`src/rtl/dataready_source.sv`:
```
// Producer side of the inputdata_ready / loaddata handshake: synchronizes and debounces a
// push-button, captures data_in per press. Optional macro LOADDATA_HANDSHAKE_EN enables loaddata handshake.
module dataready_source #(
    parameter int WIDTH           = 8,
    parameter int DEBOUNCE_CYCLES = 4,
    parameter int HOLD_CYCLES     = 4,
    parameter int TIMEOUT_CYCLES  = 16
) (
    input  logic             clk,
    input  logic             reset,
    input  logic             btn_press,
    input  logic [WIDTH-1:0] data_in,
    input  logic             loaddata,
    output logic [WIDTH-1:0] data_out,
    output logic             inputdata_ready,
    output logic             ack_timeout
);

    localparam int MAX_A = (DEBOUNCE_CYCLES > HOLD_CYCLES) ? DEBOUNCE_CYCLES : HOLD_CYCLES;
    localparam int MAX_P = (MAX_A > TIMEOUT_CYCLES) ? MAX_A : TIMEOUT_CYCLES;
    localparam int CNT_W = $clog2(MAX_P) + 1;

    localparam logic [CNT_W-1:0] DB_LAST   = CNT_W'(DEBOUNCE_CYCLES - 1);
    localparam logic [CNT_W-1:0] HOLD_LAST = CNT_W'(HOLD_CYCLES - 1);
    localparam logic [CNT_W-1:0] TO_LAST   = CNT_W'(TIMEOUT_CYCLES - 1);

    typedef enum logic [1:0] {
        IDLE     = 2'd0,
        DEBOUNCE = 2'd1,
        PRESENT  = 2'd2,
        RELEASE  = 2'd3
    } state_t;

    state_t           state, state_nxt;
    logic [1:0]       sync_q;
    logic             btn_s;
    logic [CNT_W-1:0] cnt, cnt_nxt, cnt_inc;
    logic             capture;
    logic             ready_nxt;

    // Two-flop synchronizer; btn_s is the only view of the button the FSM gets.
    always_ff @(posedge clk or posedge reset) begin
        if (reset) sync_q <= 2'b00;
        else       sync_q <= {sync_q[0], btn_press};
    end
    assign btn_s = sync_q[1];

    // Saturating increment so a long-held state can never wrap the counter.
    assign cnt_inc = (cnt == {CNT_W{1'b1}}) ? cnt : cnt + 1'b1;

`ifdef LOADDATA_HANDSHAKE_EN
    logic ack_nxt;
    logic ack_q;
`else
    logic unused_loaddata;
    assign unused_loaddata = loaddata;
`endif

    always_comb begin
        state_nxt = state;
        cnt_nxt   = cnt;
        capture   = 1'b0;
        ready_nxt = inputdata_ready;
`ifdef LOADDATA_HANDSHAKE_EN
        ack_nxt   = 1'b0;
`endif
        case (state)
            IDLE: begin
                ready_nxt = 1'b0;
                if (btn_s) begin
                    state_nxt = DEBOUNCE;
                    cnt_nxt   = '0;
                end
            end
            DEBOUNCE: begin
                if (!btn_s) begin
                    state_nxt = IDLE;
                    cnt_nxt   = '0;
                end else if (cnt == DB_LAST) begin
                    state_nxt = PRESENT;
                    cnt_nxt   = '0;
                    capture   = 1'b1;
                    ready_nxt = 1'b1;
                end else begin
                    cnt_nxt = cnt_inc;
                end
            end
            PRESENT: begin
                // btn_s is deliberately ignored here; release is qualified in RELEASE.
                ready_nxt = 1'b1;
`ifdef LOADDATA_HANDSHAKE_EN
                if (!loaddata) begin
                    state_nxt = RELEASE;
                    cnt_nxt   = '0;
                    ready_nxt = 1'b0;
                end else if (cnt == TO_LAST) begin
                    state_nxt = RELEASE;
                    cnt_nxt   = '0;
                    ready_nxt = 1'b0;
                    ack_nxt   = 1'b1;
                end else begin
                    cnt_nxt = cnt_inc;
                end
`else
                if (cnt == HOLD_LAST) begin
                    state_nxt = RELEASE;
                    cnt_nxt   = '0;
                    ready_nxt = 1'b0;
                end else begin
                    cnt_nxt = cnt_inc;
                end
`endif
            end
            RELEASE: begin
                ready_nxt = 1'b0;
                if (btn_s) begin
                    cnt_nxt = '0;
                end else if (cnt == DB_LAST) begin
                    state_nxt = IDLE;
                    cnt_nxt   = '0;
                end else begin
                    cnt_nxt = cnt_inc;
                end
            end
            default: begin
                state_nxt = IDLE;
                cnt_nxt   = '0;
                ready_nxt = 1'b0;
            end
        endcase
    end

    always_ff @(posedge clk or posedge reset) begin
        if (reset) begin
            state           <= IDLE;
            cnt             <= '0;
            data_out        <= '0;
            inputdata_ready <= 1'b0;
        end else begin
            state           <= state_nxt;
            cnt             <= cnt_nxt;
            inputdata_ready <= ready_nxt;
            if (capture) data_out <= data_in;
        end
    end

`ifdef LOADDATA_HANDSHAKE_EN
    always_ff @(posedge clk or posedge reset) begin
        if (reset) ack_q <= 1'b0;
        else       ack_q <= ack_nxt;
    end
    assign ack_timeout = ack_q;
`else
    assign ack_timeout = 1'b0;
`endif

endmodule
```
`config.mk`:
```
export PLATFORM = sky130hd
export DESIGN_NAME = dataready_source
export DESIGN_NICKNAME = d
export VERILOG_FILES = /design/src/rtl/dataready_source.sv
export SDC_FILE = /design/constraint.sdc
export NUM_CORES = 1
export LEC_CHECK = 0
export ABC_AREA = 1
export BUFFER_PORTS_ARGS = -buffer_cell sky130_fd_sc_hd__buf_2
export CORE_MARGIN = 2
export CORE_UTILIZATION = 39
export DETAILED_ROUTE_END_ITERATION = 10
export SYNTH_ARGS = -nofsm -noshare
export SYNTH_HDL_FRONTEND = slang
export SYNTH_SLANG_ARGS = --single-unit
```
`constraint.sdc`:
```
create_clock -name clk -period 1.7 [get_ports clk]
set_input_delay 0 -clock clk [delete_from_list [all_inputs] [get_ports clk]]
set_output_delay 0 -clock clk [all_outputs]
set_load 0.02 [all_outputs]
```
==> results of run 1 <==
-- repair_timing --
action | CTS | global route
endpoints found under the setup margin | 0 | 0
hold endpoints to repair | 27 | 0
hold buffers | 10 | 0
-- Yosys cell counts --
| cell | count | area share |
|---|---|---|
| o21ai_0 | 4 | 0.022 |
| nand3_1 | 7 | 0.038 |
| inv_1 | 18 | 0.074 |
| buf_4 | 1 | 0.0082 |
| nand3_4 | 1 | 0.019 |
| dfrtp_1 | 18 | 0.49 |
| nand4_1 | 2 | 0.014 |
| conb_1 | 1 | 0.0041 |
| inv_2 | 2 | 0.0082 |
| a21oi_1 | 2 | 0.011 |
| o21ai_2 | 8 | 0.077 |
| buf_6 | 1 | 0.012 |
| nand2_1 | 34 | 0.14 |
| ha_1 | 1 | 0.014 |
| nand2_2 | 1 | 0.0068 |
| nor2_4 | 1 | 0.012 |
| nor2_2 | 1 | 0.0068 |
| o21a_1 | 1 | 0.0082 |
| nor2_1 | 8 | 0.033 |
-- per-stage QoR --
stage                     cell area, sq um  utilization  std cells  hold slack [ns]
after global placement                1030        0.464        157            0.111
after detailed placement              1030        0.464        157            0.110
after floorplan                        915            -        112          -0.0614
final                                 1160        0.525        171            0.337
after global routing                  1160        0.525        171            0.338
after CTS                             1160        0.525        171            0.330
-- final cells by class --
cell class,count,area share
flip-flops and latches,18,0.388
multi-input cells,72,0.319
repair buffers,29,0.168
inverters,20,0.0646
clock buffers,4,0.0312
well taps,28,0.0301
-- flip-flops by register name, summed over array words and instances, names as in the netlist, named ones only --
name / cells
data_out: 8
state: 1
inputdata_ready: 1
cnt: 5
sync_q: 2
-- power by group through the flow --
| stage | clock network, mW | logic [mW] | registers [mW] |
|---|---|---|---|
| floorplan | 0 | 0.373 | 0.775 |
| global placement | 0 | 0.634 | 0.667 |
| detailed placement | 0 | 0.644 | 0.672 |
| CTS | 0.274 | 0.662 | 0.664 |
| global route | 0.287 | 0.740 | 0.687 |
| finish | 0.261 | 0.655 | 0.664 |
-- worst max-delay path: stages (launching register included) --
cell and delay (ns):
dfrtp_1 0.43, ha_1 0.27, nand2_1 0.11, nor2_4 0.14
nand3_4 0.21, nand2_1 0.15, o21ai_2 0.06
-- cells in the final DEF (no fill, tap or decap), types with 3 or more instances in the layout --
cell type      synthesis  routed
o21ai_0                4       4
buf_2                  0      19
dlygate4sd3_1          0      10
nand3_1                7       7
dfrtp_1               18      18
nand2_1               34      34
clkbuf_4               0       3
o21ai_2                8       8
nor2_1                 8       8
inv_1                 18      18
-- metal layers --
layer,vias up,wire (microns)
met3,2,49
met4,0,13
met2,14,786
met1,332,753
met5,-,0
li1,406,-
-- worst paths after layout --
kind                                     to  slack, ns
worst max register to register  data_out[1]       0.21
worst min register to register    sync_q[1]       0.36
worst max-delay path            data_out[1]       0.21
min in group clk                  sync_q[0]       0.34
worst min-delay path            data_out[5]       0.34
max in group asynchronous            cnt[0]       0.93
-- cells by family after synthesis --
| family | synth area share |
|---|---|
| compound gates | 0.118 |
| fa+ha+maj | 0.0137 |
| buf+inv | 0.103 |
| flops | 0.492 |
| other cells | 0.00410 |
| simple gates | 0.269 |
==> results.ini, run 1 <==
[outcome]
status = complete, no violations

[setup_path]
cp_data_required_time_ns = 1.88
crit_fanout = 17
critical_path_class = register to register
crit_path_start = cnt[1]
critPathArrivalTime_ns = 1.67
crit_path_end_kind = register
r2r-start = cnt[1]
r2r_cells = 6
critPathLaunchType = register

[yosys]
yosysSeqAreaShare = 0.492
synth_cells = 112
syn_nets = 125
syn_area_per_cell_sq_um = 8.17
syn_area_sq_um = 915
ys_seq_elements = 18
yosysUniqueCellTypes = 19
ys_warn_count = 0

[grt]
grt_pass1_vias = 715
globalRouteMet1Util = 0.166
met2_usage = 0.244
top_usage_layer = met2
gr-usage-met3 = 0.0200
grt_max_degree = 19
grt-ovfl-total = 0
grt.total_usage = 0.140
grt_pass1_wl_microns = 2870
antenna_found_initial = 0

[die]
start_util = 0.413
io_pins = 22
fp.dieW_microns = 52.4
fp-row-count = 17
die_area_sq_mm = 0.00275
fp.dieH_microns = 52.4
coreArea_sq_mm = 0.00221

[clocking]
cts_buffers = 3
postCtsSetupRepairBufs = 0
tritoncts = yes
post_cts_resized = 0
clk_latency_ns = 0.29
htree_levels = 1
cts_sinks = 18
clk_path_buf_depth = 2
cts-root-buf = clkbuf_4
cts.reportedPaths.clkPinSlew_ns = 0.11

[placement]
pre_cts_slack_ns = 0.207
dp_hpwl_microns = 1110
portBuffers = 19
gp_congestion = 0.842

[flow_run]
max_cap_viol_count = 0

[sta]
slew-limit-headroom = 0.552
worst_slew_pin_slew_ns = 0.672
hold_viol = 0
setup_viol = 0
layout_setup_ws_ns = 0.214
report.final.slew_viol_count = 0
post-route-min-period_ns = 1.49
fmax_mhz = 673
finalCritPeriodShare = 0.874
clock_skew_ns = 0.00739
tns_ns = 0
rsz0062_at_grt = no

[min_path]
hp-class = input pin to asynchronous set/reset pin

[layout]
nets = 157
regArea_sq_um = 450
drive_gt1_frac = 0.259
syn2layout_area_growth_pct = 27.1
num_antenna_cells = 0
multi_input_area_sq_um = 370
fillers = 205

[pwr]
powerDensity_mw_per_mm2 = 1360
internal-power_mw = 0.941
clock_power_share = 0.165
seq_power_share = 0.420
p_sw_frac = 0.404
combPwrFrac = 0.414
p_leak_nw = 0.635
p_switching_mw = 0.638
irDropWorstVdd_mv = 0.798
finalPower_mw = 1.58

[drt]
drtPass1Iterations = 4
drc = 0
ant_nets = 0
dr_total_vias = 754
post_drt_via_cell_ratio = 4.41
drtIter0Drc = 11
wirelength_microns = 1600
wl_per_cell_microns = 9.37

No activity file was read; power rests on OpenSTA's default activity.
==> run 2, diff against run 1 <==
CORE_MARGIN = 10   (was 2)
PLACE_DENSITY = 0.59   (was default)
==> run 2 against run 1 <==
  * Combinational power rose by 1%
  * Wire length rose by 15%
  * Worst hold slack improved by 0.0056 ns
  * Critical endpoint is now data_out[0]
  * Cell area fell by 1.2%
==> results.ini, run 2 (synthesis results as in run 1) <==
[outcome]
status = complete, no violations

[drt]
ant_nets = 0  ; unchanged
wl_per_cell_microns = 10.8  ; +15%
drtPass1Iterations = 4  ; unchanged
post_drt_via_cell_ratio = 4.60  ; +4.3%
drtIter0Drc = 24  ; +13
dr_total_vias = 782  ; +3.7%
wirelength_microns = 1840  ; +15%
drc = 0  ; unchanged

[die]
die_area_sq_mm = 0.00468  ; +70%
start_util = 0.410  ; -0.00394
fp.dieH_microns = 68.4  ; +31%
io_pins = 22  ; unchanged
coreArea_sq_mm = 0.00223  ; +0.96%
fp.dieW_microns = 68.4  ; +31%
fp-row-count = 17  ; unchanged

[grt]
grt_max_degree = 19  ; unchanged
grt_pass1_wl_microns = 3140  ; +9.4%
grt-ovfl-total = 0  ; unchanged
grt_pass1_vias = 736  ; +2.9%
grt.total_usage = 0.0863  ; -0.0540
antenna_found_initial = 0  ; unchanged

[sta]
clock_skew_ns = 0.00387  ; -0.00352 ns
finalCritPeriodShare = 0.859  ; -0.0158
setup_viol = 0  ; unchanged
slew-limit-headroom = 0.543  ; -0.00853
rsz0062_at_grt = no
post-route-min-period_ns = 1.46  ; -0.0269 ns
fmax_mhz = 685  ; +1.8%
hold_viol = 0  ; unchanged
worst_slew_pin_slew_ns = 0.684  ; +0.0128 ns
tns_ns = 0  ; unchanged
report.final.slew_viol_count = 0  ; unchanged

[layout]
layout_common_cells = nand2_1, buf_2, inv_1, dfrtp_1, dlygate4sd3_1
nets = 157  ; unchanged
top_regs = data_out: 8 flops, cnt: 5 flops, sync_q: 2 flops
fillers = 221  ; +7.8%
largest_reg_flops = 8  ; unchanged
mostFrequentLayoutCell = nand2_1
drive_gt1_frac = 0.254  ; -0.00522
fin_area_sq_mm = 0.00115  ; -1.2%
syn2layout_area_growth_pct = 25.6
stdcell_count = 170  ; -0.58%
num_antenna_cells = 0  ; unchanged
regMostFlops = data_out

[setup_path]
critical_path_class = register to register
critPathMostFrequentCell = nand2_1
critPathLaunchType = register
cp_top_family = simple AND/OR/NAND/NOR gates
crit_path_end_kind = register
cp_data_required_time_ns = 1.89  ; about the same
crit_fanout = 17  ; unchanged
cp_slowest_cell = dfrtp_1
max_stage_delay_ns = 0.43  ; about the same
cp_cell_sequence = ha_1 > nand2_1 > nor2_4 > nand3_4 > nand2_1 > o21ai_2
worst-path-buf-inv = 0  ; unchanged
critPathArrivalTime_ns = 1.65  ; -0.02 ns

[pwr]
internal-power_mw = 0.894  ; -5.0%
p_sw_frac = 0.419  ; +0.0154
p_leak_nw = 0.628  ; -1.1%
seq_power_share = 0.432  ; +0.012
p_switching_mw = 0.646  ; +1.2%
irDropWorstVdd_mv = 0.768  ; -3.7%
powerDensity_mw_per_mm2 = 1340  ; -1.3%
clock_power_share = 0.137  ; -0.028
combPwrFrac = 0.431  ; +0.017

[min_path]
hp-class = input pin to asynchronous set/reset pin

[clocking]
htree_levels = 1  ; unchanged
cts.reportedPaths.clkPinSlew_ns = 0.10  ; about the same
post_cts_resized = 0  ; unchanged
cts-root-buf = clkbuf_4
tritoncts = yes
cts_buffers = 3  ; unchanged
clk_path_buf_depth = 2  ; unchanged
cts_sinks = 18  ; unchanged
clk_latency_ns = 0.29  ; about the same

[placement]
gp_congestion = 0.791  ; -6.0%
dp_hpwl_microns = 1340  ; +21%
placed_cells = 157  ; unchanged
post_dp_cell_area_sq_mm = 0.00103  ; unchanged
portBuffers = 19  ; unchanged

[flow_run]
max_cap_viol_count = 0  ; unchanged

-- run 2: changes by cell type in the layout (fill, tap and decap cells not counted), sizes merged --
cell    delta
clkbuf     -1
-- run 2: worst paths after layout --
path,from,end,slack [ns],cells after the start
min reg2reg,sync_q[0],sync_q[1],0.36,0
max,cnt[1],data_out[0],0.24,6
max in group asynchronous,reset,cnt[3],0.92,3
min,reset,data_out[3],0.34,3
min in group clk,btn_press,sync_q[0],0.34,2
max reg2reg,cnt[1],data_out[0],0.24,6
-- run 2: power by group through the flow --
stage               logic (mW)  clock network (mW)  registers (mW)
floorplan                0.373                   0           0.775
global placement         0.646                   0           0.664
detailed placement       0.658                   0           0.673
CTS                      0.676               0.219           0.665
global route             0.753               0.237           0.686
finish                   0.664               0.211           0.664
-- run 2: metrics by stage --
step	utilization	worst slack [ns]	power [mW]	hold slack (ns)
after floorplan	-	0.388	1.15	-0.0614
after global placement	0.459	0.262	1.31	0.111
after detailed placement	0.459	0.247	1.33	0.111
after CTS	0.514	0.238	1.56	0.335
after global routing	0.514	0.114	1.68	0.345
final	0.514	0.240	1.54	0.342
-- run 2: per-layer routing --
| layer | GRT usage | vias to the layer above | routed length, microns |
|---|---|---|---|
| met5 | 0 | - | 0 |
| met4 | 0.0452 | 0 | 29 |
| met1 | 0.0909 | 357 | 809 |
| met2 | 0.149 | 18 | 879 |
| met3 | 0.0294 | 4 | 121 |
| li1 | - | 403 | - |
-- run 2: worst register-to-register path: cells and delay by family, from the launching register on --
kind	cells	cell delay (ns)
adders and majority gates	1	0.26
AOI/OAI and AO/OA	1	0.06
DFF	1	0.43
and+or+nand+nor	4	0.61
-- run 2: what timing repair did --
item                      in CTS  in global routing
hold buffers                  10                  0
hold endpoints to repair      27                  0
buffers inserted               0                  0
-- run 2: cell type report --
| cell class | count | area, sq um | area share |
|---|---|---|---|
| Sequential cell | 18 | 450 | 0.392 |
| Timing Repair Buffer | 29 | 195 | 0.170 |
| Clock buffer | 3 | 22.5 | 0.0196 |
| Tap cell | 28 | 35.0 | 0.0305 |
| Multi-Input combinational cell | 72 | 370 | 0.322 |
| Inverter | 20 | 75.1 | 0.0654 |
